<file path="src/rtl/locking_rr_arbiter_pkg.sv">
// Shared types and constants for the locking round-robin arbiter.
// The default payload type stands in for the line-buffer read request.
package ArbST;

    typedef enum logic {ARB_IDLE, ARB_LOCKED} arb_state_e;

    localparam int ARB_CNT_W = 16;

    typedef logic [31:0] arb_payload_t;

endpackage

</file>
<file path="src/rtl/locking_rr_arbiter_rr_priority_pick.sv">
// Combinational round-robin / fixed-priority picker.
// Uses a double-width masked priority encoder.
module rr_priority_pick #(
    parameter int N = 4
) (
    input  logic [N-1:0]         req,
    input  logic [$clog2(N)-1:0] ptr,
    input  logic                 rr,
    output logic [$clog2(N)-1:0] gnt_idx,
    output logic                 any
);

    localparam int IW = $clog2(N);

    logic [N-1:0]   w_mask;
    logic [2*N-1:0] w_double;

    // The upper copy catches the wrap-around.
    // A cleared mask (rr=0) degrades to plain lowest-index priority.
    always_comb begin
        w_mask = '0;
        for (int i = 0; i < N; i++) begin
            w_mask[i] = rr && (i > int'(ptr));
        end
        w_double = {req, req & w_mask};
        any      = |req;
        gnt_idx  = '0;
        for (int j = 2 * N - 1; j >= 0; j--) begin
            if (w_double[j]) begin
                gnt_idx = IW'(j % N);
            end
        end
    end

endmodule

</file>
<file path="src/rtl/locking_rr_arbiter.sv">
// N-input valid/ready arbiter with round-robin/fixed policy and multi-beat lock.
// Define ARB_PERF_EN to add saturating per-input message grant counters (io_grant_cnt).
module locking_rr_arbiter
    import ArbST::*;
#(
    parameter int  N       = 4,
    parameter type T       = arb_payload_t,
    parameter int  RR      = 1,
    parameter int  LOCK_EN = 1
) (
    input  logic                 clock,
    input  logic                 reset,
    input  logic [N-1:0]         io_in_valid,
    output logic [N-1:0]         io_in_ready,
    input  T                     io_in [N],
    input  logic [N-1:0]         io_in_last,
    output logic                 io_out_valid,
    input  logic                 io_out_ready,
    output T                     io_out,
    output logic                 io_out_last,
    output logic [$clog2(N)-1:0] io_chosen
`ifdef ARB_PERF_EN
    ,
    output logic [ARB_CNT_W-1:0] io_grant_cnt [N]
`endif
);

    localparam int IW = $clog2(N);

    arb_state_e      r_state;
    arb_state_e      w_next_state;
    logic [IW-1:0]   r_ptr;
    logic [IW-1:0]   r_lock_idx;
    logic [IW-1:0]   w_pick_idx;
    logic            w_pick_any;
    logic [IW-1:0]   w_chosen;
    logic            w_out_valid;
    logic            w_fire;

    rr_priority_pick #(
        .N(N)
    ) u_pick (
        .req    (io_in_valid),
        .ptr    (r_ptr),
        .rr     (RR != 0),
        .gnt_idx(w_pick_idx),
        .any    (w_pick_any)
    );

    // While locked, the burst owner keeps the output even if it stalls.
    always_comb begin
        w_chosen    = w_pick_idx;
        w_out_valid = w_pick_any;
        if (r_state == ARB_LOCKED) begin
            w_chosen    = r_lock_idx;
            w_out_valid = io_in_valid[r_lock_idx];
        end
        if (reset) begin
            w_out_valid = 1'b0;
        end
        w_fire = w_out_valid && io_out_ready;
    end

    always_comb begin
        io_in_ready = '0;
        if (!reset && io_out_ready) begin
            io_in_ready[w_chosen] = 1'b1;
        end
        io_out_valid = w_out_valid;
        io_out       = io_in[w_chosen];
        io_out_last  = io_in_last[w_chosen];
        io_chosen    = w_chosen;
    end

    always_ff @(posedge clock or posedge reset) begin
        if (reset) begin
            r_state <= ARB_IDLE;
        end else begin
            r_state <= w_next_state;
        end
    end

    always_comb begin
        w_next_state = r_state;
        case (r_state)
            ARB_IDLE: begin
                if (w_fire && LOCK_EN != 0 && !io_out_last) begin
                    w_next_state = ARB_LOCKED;
                end
            end
            ARB_LOCKED: begin
                if (w_fire && io_out_last) begin
                    w_next_state = ARB_IDLE;
                end
            end
            default: w_next_state = ARB_IDLE;
        endcase
    end

    // ptr moves only when a whole message has been delivered.
    always_ff @(posedge clock or posedge reset) begin
        if (reset) begin
            r_ptr      <= IW'(N - 1);
            r_lock_idx <= '0;
        end else if (w_fire) begin
            if (r_state == ARB_LOCKED) begin
                if (io_out_last) begin
                    r_ptr <= r_lock_idx;
                end
            end else if (io_out_last || LOCK_EN == 0) begin
                r_ptr <= w_chosen;
            end else begin
                r_lock_idx <= w_chosen;
            end
        end
    end

`ifdef ARB_PERF_EN
    logic [ARB_CNT_W-1:0] r_grant_cnt [N];

    always_ff @(posedge clock or posedge reset) begin
        if (reset) begin
            for (int i = 0; i < N; i++) begin
                r_grant_cnt[i] <= '0;
            end
        end else if (w_fire && io_out_last && r_grant_cnt[w_chosen] != '1) begin
            r_grant_cnt[w_chosen] <= r_grant_cnt[w_chosen] + 1'b1;
        end
    end

    always_comb begin
        for (int i = 0; i < N; i++) begin
            io_grant_cnt[i] = r_grant_cnt[i];
        end
    end
`endif

endmodule
</file>
<file path="config.mk">
export PLATFORM = sky130hd
export DESIGN_NAME = locking_rr_arbiter
export DESIGN_NICKNAME = d
export VERILOG_FILES = /design/src/rtl/locking_rr_arbiter_pkg.sv /design/src/rtl/locking_rr_arbiter_rr_priority_pick.sv /design/src/rtl/locking_rr_arbiter.sv
export SDC_FILE = /design/constraint.sdc
export NUM_CORES = 1
export LEC_CHECK = 0
export BUFFER_PORTS_ARGS = -buffer_cell sky130_fd_sc_hd__buf_2
export CAP_MARGIN = 40
export CORE_MARGIN = 3
export CORE_UTILIZATION = 36
export CTS_CLUSTER_SIZE = 28
export DETAILED_ROUTE_END_ITERATION = 8
export GPL_ROUTABILITY_DRIVEN = 0
export PLACE_DENSITY = 0.95
export SETUP_SLACK_MARGIN = 0.5
export SLEW_MARGIN = 25
export SYNTH_ARGS = -nofsm -noshare
export SYNTH_HDL_FRONTEND = slang
export SYNTH_SLANG_ARGS = --single-unit
</file>
<file path="constraint.sdc">
create_clock -name clock -period 4 [get_ports clock]
set_input_delay 0.4 -clock clock [delete_from_list [all_inputs] [get_ports clock]]
set_output_delay 0.4 -clock clock [all_outputs]
set_load 0.02 [all_outputs]
</file>
### Yosys cells after proc, flatten, opt, wreduce, memory -nomap -nowiden

Cells that the tools add are included.

| operators by class | value |
|---|---|
| $add $sub $neg | 0 |
| mux-type cells | 27 |
| $lt $le $gt $ge | 7 |
| reduce and logical (&&, ||, !) cells | 10 |
| div/mod/pow operators | 0 |
| bitwise logic cells | 4 |
| shift-type cells | 0 |
| eq/ne operators | 0 |
| $mul | 0 |

Operator list:

| operator | number |
|---|---|
| binary-select mux 32 bit (select 2 bit) | 1 |
| two-way mux 32 bit | 2 |
| two-way mux 2 bit | 12 |
| two-way mux 1 bit | 7 |
| less-than comparator 2 x 3 -> 1 bit, second input constant | 2 |
| logical AND 1 bit | 5 |
| bitwise AND 4 bit | 1 |
| binary-select mux 1 bit (select 2 bit) | 2 |
| greater-than comparator 2 bit, first input constant | 2 |
| two-way mux 4 bit | 1 |
| OR reduction 4 bit | 1 |
| >= comparator 3 bit, second input constant | 1 |
| NOT 2 -> 3 bit | 1 |
| AND reduction 3 bit | 1 |
| demux 1 bit (select 2 bit) | 1 |
| >= comparator 2 x 1 -> 1 bit, second input constant | 1 |
| greater-than comparator 1 x 2 -> 1 bit, first input constant | 1 |
| zero test 1 bit | 2 |
| NOT 1 bit | 2 |
| case mux 1 bit (2 select lines) | 1 |
| AND reduction 2 bit | 1 |

| word-level totals | value |
|---|---|
| register bits after elaboration | 5 |
| bits in latches | 0 |
| bits in read-only memories | 0 |
| output and inout bits | 40 |
| bits of input ports | 139 |
| memories | 0 |
| bits in writable memories | 0 |
| word-level logic and storage cells | 51 |

### Longest topological paths before layout

| logic depth | value |
|---|---|
| depth after elaboration | 15 |
| mapped depth | 9 |
| depth with buffers taken out | 7 |

### By module

A second synthesis with hierarchy kept.

| unflattened totals | value |
|---|---|
| cells, all modules | 269 |
| area, all modules | 1437.6 sq um |

Modules (own cells, without submodules):

| module | instances | seq. area each (sq um) | cells an instance | area each (sq um) |
|---|---|---|---|---|
| locking_rr_arbiter | 1 | 127.6 | 256 | 1361.3 |
| rr_priority_pick | 1 | 0.0 | 13 | 76.3 |

### Least setup slack after synthesis

No wires, ideal clock.

| path | value |
|---|---|
| path kind | flip-flop to output port |
| from | register r_ptr[1] |
| to | output io_out[10] (netlist bit) |
| path slack | 1.500 ns |
| arrival time | 2.100 ns |
| path buffers | 2 |
| stages on the path, launching flop included | 9 |
| required time | 3.600 ns |
| cells stage by stage | dfstp_2 -> nand2b_1 -> o221ai_1 -> o211a_1 -> buf_4 -> inv_2 -> buf_1 -> nand2_1 -> a31oi_1 |

RTL lines:

| item | RTL line | RTL |
|---|---|---|
| start, declared | locking_rr_arbiter.sv:32 | `logic [IW-1:0] r_ptr;` |
| start signal, assigned | locking_rr_arbiter.sv:103 | `r_ptr <= IW'(N - 1);` |
| start signal, assigned | locking_rr_arbiter.sv:108 | `r_ptr <= r_lock_idx;` |
| start signal, assigned | locking_rr_arbiter.sv:111 | `r_ptr <= w_chosen;` |
| end, declared | locking_rr_arbiter.sv:19 | `output T io_out,` |

==> out/metrics.yaml <==
global_route:
  grt_pass1_wl_microns: 10140
  overflow: 0
  grt_usage_pct: 24.82
  antenna_found_initial: 0
  first_global_vias: 2277
  grt_max_degree: 68
finish:
  final_util_pct: 63.44
  mostFrequentLayoutCells: "178 x buf_2, 135 x nand2_1, 33 x and3_1, 32 x a31oi_1, 6 x nor3_1"
  layout_commonest_cell: "buf_2"
  layout-drive-gt1-share_pct: 45.29
  n_antenna_cell: 0
  final_nets: 575
  area_growth_pct: 64.40
power_and_ir_drop:
  seq_power_share_pct: 4.8
  p_sw_mw: 1.190
  clkPwrFrac_pct: 4.8
  intPower_uw: 760.6
  vdd_drop_max_uv: 492.8
  power_density_nw_per_um2: 815.2
  switching_share_pct: 61.00
  p_leak_nw: 1.443
  p_comb_share_pct: 90.4
critical_path:
  critical_path.max_fanout: 36
  regToRegSetupSlack_ns: 1.47
  cp_slowest_cell: "dfstp_2"
  required_ns: 3.60
  path_class: "reg -> out"
  max_stage_delay_ns: 0.56
  startpoint_type: "register"
  reg2regPathDepth: 7
  critical_path.startpoint: "r_ptr[1]"
  path_cells: "nand2b_1, o221ai_1, o211a_2, inv_2, buf_12, nand2_1, and3_1, a31oi_1, buf_2"
  end_kind: "output port"
  worstReg2RegEnd: "r_ptr[0]"
  arrival_ns: 2.61
  r2r_start: "r_ptr[1]"
timing:
  worstMarginPinSlew_ns: 0.6446
  drv_slew: 0
  fmax_mhz: 332.4
  finalSetupViolations: 0
  finClkSkew_ns: 0.0009894
  fin_crit_ns: 3.008
  fin_crit_sh_pct: 75.21
  finalSetupTns_ns: 0
  slew_headroom_pct: 56.96
  finalHoldViolations: 0
  rsz0062_at_grt: "false"
floorplanning:
  core_area_sq_um: 3771
  io_pins: 179
  initial_core_util_pct: 38.59
  rows: 22
  die_y_microns: 69.58
  die_w_microns: 69.58
  die-area_sq_um: 4841
cts:
  cts_buffers: 3
  cts_tree: "yes"
  cts-resized-gates: 0
  cts_buffer_depth: 2
  cts_setup_buffers: 0
  cts_hold_buf: 0
  h-tree-depth: 1
  cts_root_buf: "clkbuf_8"
  clkLatencyLatePin_ns: 0.22
  cts.sinks: 5
  path_clk_slew_ns: 0.03
route:
  wirelength_microns: 6271
  wire_per_inst_microns: 12.98
  vias: 2521
  postRouteAntennaNets: 0
  drc: 0
  dr.pass1.iters: 4
  initialDrtViolationCount: 150
  vias_per_cell: 5.219
synth:
  synth_nets: 412
  synth_top_family_by_area: "simple AND/OR/NAND/NOR gates"
  yosys_warnings: 0
  synth-seq-cells: 5
  synthAdderAreaFrac_pct: 0
  synthXorXnorAreaFrac_pct: 0
  synth_compound_area_share_pct: 21.32
  synth-edff-count: 0
  synth_seq_area_share_pct: 8.770
  synth_cell_types: 31
  postSynthAreaPerCell_sq_um: 5.330
  synthesis.area_sq_um: 1455
  synth-async-reset-ratio_pct: 100.0
  synth_cells: 273
  yosys-mux-area-fraction_pct: 6.105
  yosys.area.top_type_share_pct: 34.82
  synthTopCellsByArea: "nand2_1 35%, and3_1 14%, a31oi_1 14%, dfrtp_1 5.2%, dfstp_2 3.6%"
  ys.flop_type: "dfrtp_1"
  synth_top_area_cell: "nand2_1"
  yosys.area_share.simple_pct: 54.94
placed_design:
  place_hpwl_microns: 4915
  port_buffers: 178
status:
  outcome: "finished clean"
min_path:
  min_path_type: "in -> async"
job:
  max_cap_violations: 0
sequential cells by signal (all words and copies together), names as in the netlist:
| name | count |
|---|---|
| r_ptr | 2 |
| r_state | 1 |
| r_lock_idx | 2 |
layout make-up:
cell class	instances	area, sq um
Fill cell	326	1379
Multi-Input combinational cell	237	1204
Timing Repair Buffer	181	925.9
Sequential cell	5	127.6
Tap cell	48	60.06
Clock buffer	4	45.04
Inverter	8	30.03
power groups by stage:
stage	registers [mW]	clock network, mW	logic (mW)
CTS	0.0931	0.0941	1.77
global placement	0.0931	0	1.73
floorplan	0.0870	0	1.27
finish	0.0941	0.0927	1.76
global route	0.0966	0.102	1.94
detailed placement	0.0936	0	1.77
logic make-up (layout without fill, tap and decap cells):
kind of cell    Yosys count  count (layout)
compound gates           47              47
buf+inv                  31             193
simple gates            184             184
mux                       6               6
flops                     5               5
per-layer routing:
metal / share of wire, % / vias up / global-route usage, %
li1: - / 1258 / -
met1: 39 / 1116 / 29.38
met2: 50 / 135 / 43.75
met3: 9.0 / 12 / 5.072
met4: 2.1 / 0 / 9.111
met5: 0 / - / 0
worst max-delay path by stage:
stage / endpoint / slack (ns)
finish: io_out[28] / 0.99
global route: io_out[28] / 0.81
CTS: io_out[28] / 0.99
detailed placement: io_out[28] / 1.23
global placement: io_out[14] / 1.27
floorplan: io_out[10] / 1.50
critical path: cells and delay by family (launching register included):
| family | cells | cell delay, ns |
|---|---|---|
| compound gates | 3 | 0.52 |
| buf+inv | 3 | 0.93 |
| flops | 1 | 0.56 |
| simple gates | 3 | 0.35 |
synth_stat cells (2+ instances only):
library cell,instances
nand2_1,135
and3_1,33
a31oi_1,32
clkbuf_1,13
buf_2,7
inv_1,6
nor3_1,6
a21oi_1,3
dfrtp_1,3
mux2_4,3
nand2b_1,3
nor2_1,3
o21ai_0,3
o221ai_1,3
buf_1,2
dfstp_2,2
inv_2,2
through the flow:
step | cells | power (mW) | setup slack, ns | hold slack [ns] | area (sq um)
detailed placement | 479 | 1.861 | 1.234 | 0.3266 | 2347
floorplan | 273 | 1.354 | 1.500 | 0.1989 | 1455
finish | 483 | 1.950 | 0.9917 | 0.09352 | 2392
global route | 483 | 2.136 | 0.8105 | 0.1096 | 2392
CTS | 483 | 1.959 | 0.9930 | 0.09677 | 2392
global placement | 479 | 1.822 | 1.273 | 0.3216 | 2347
Power figures use the tool's default switching activity.
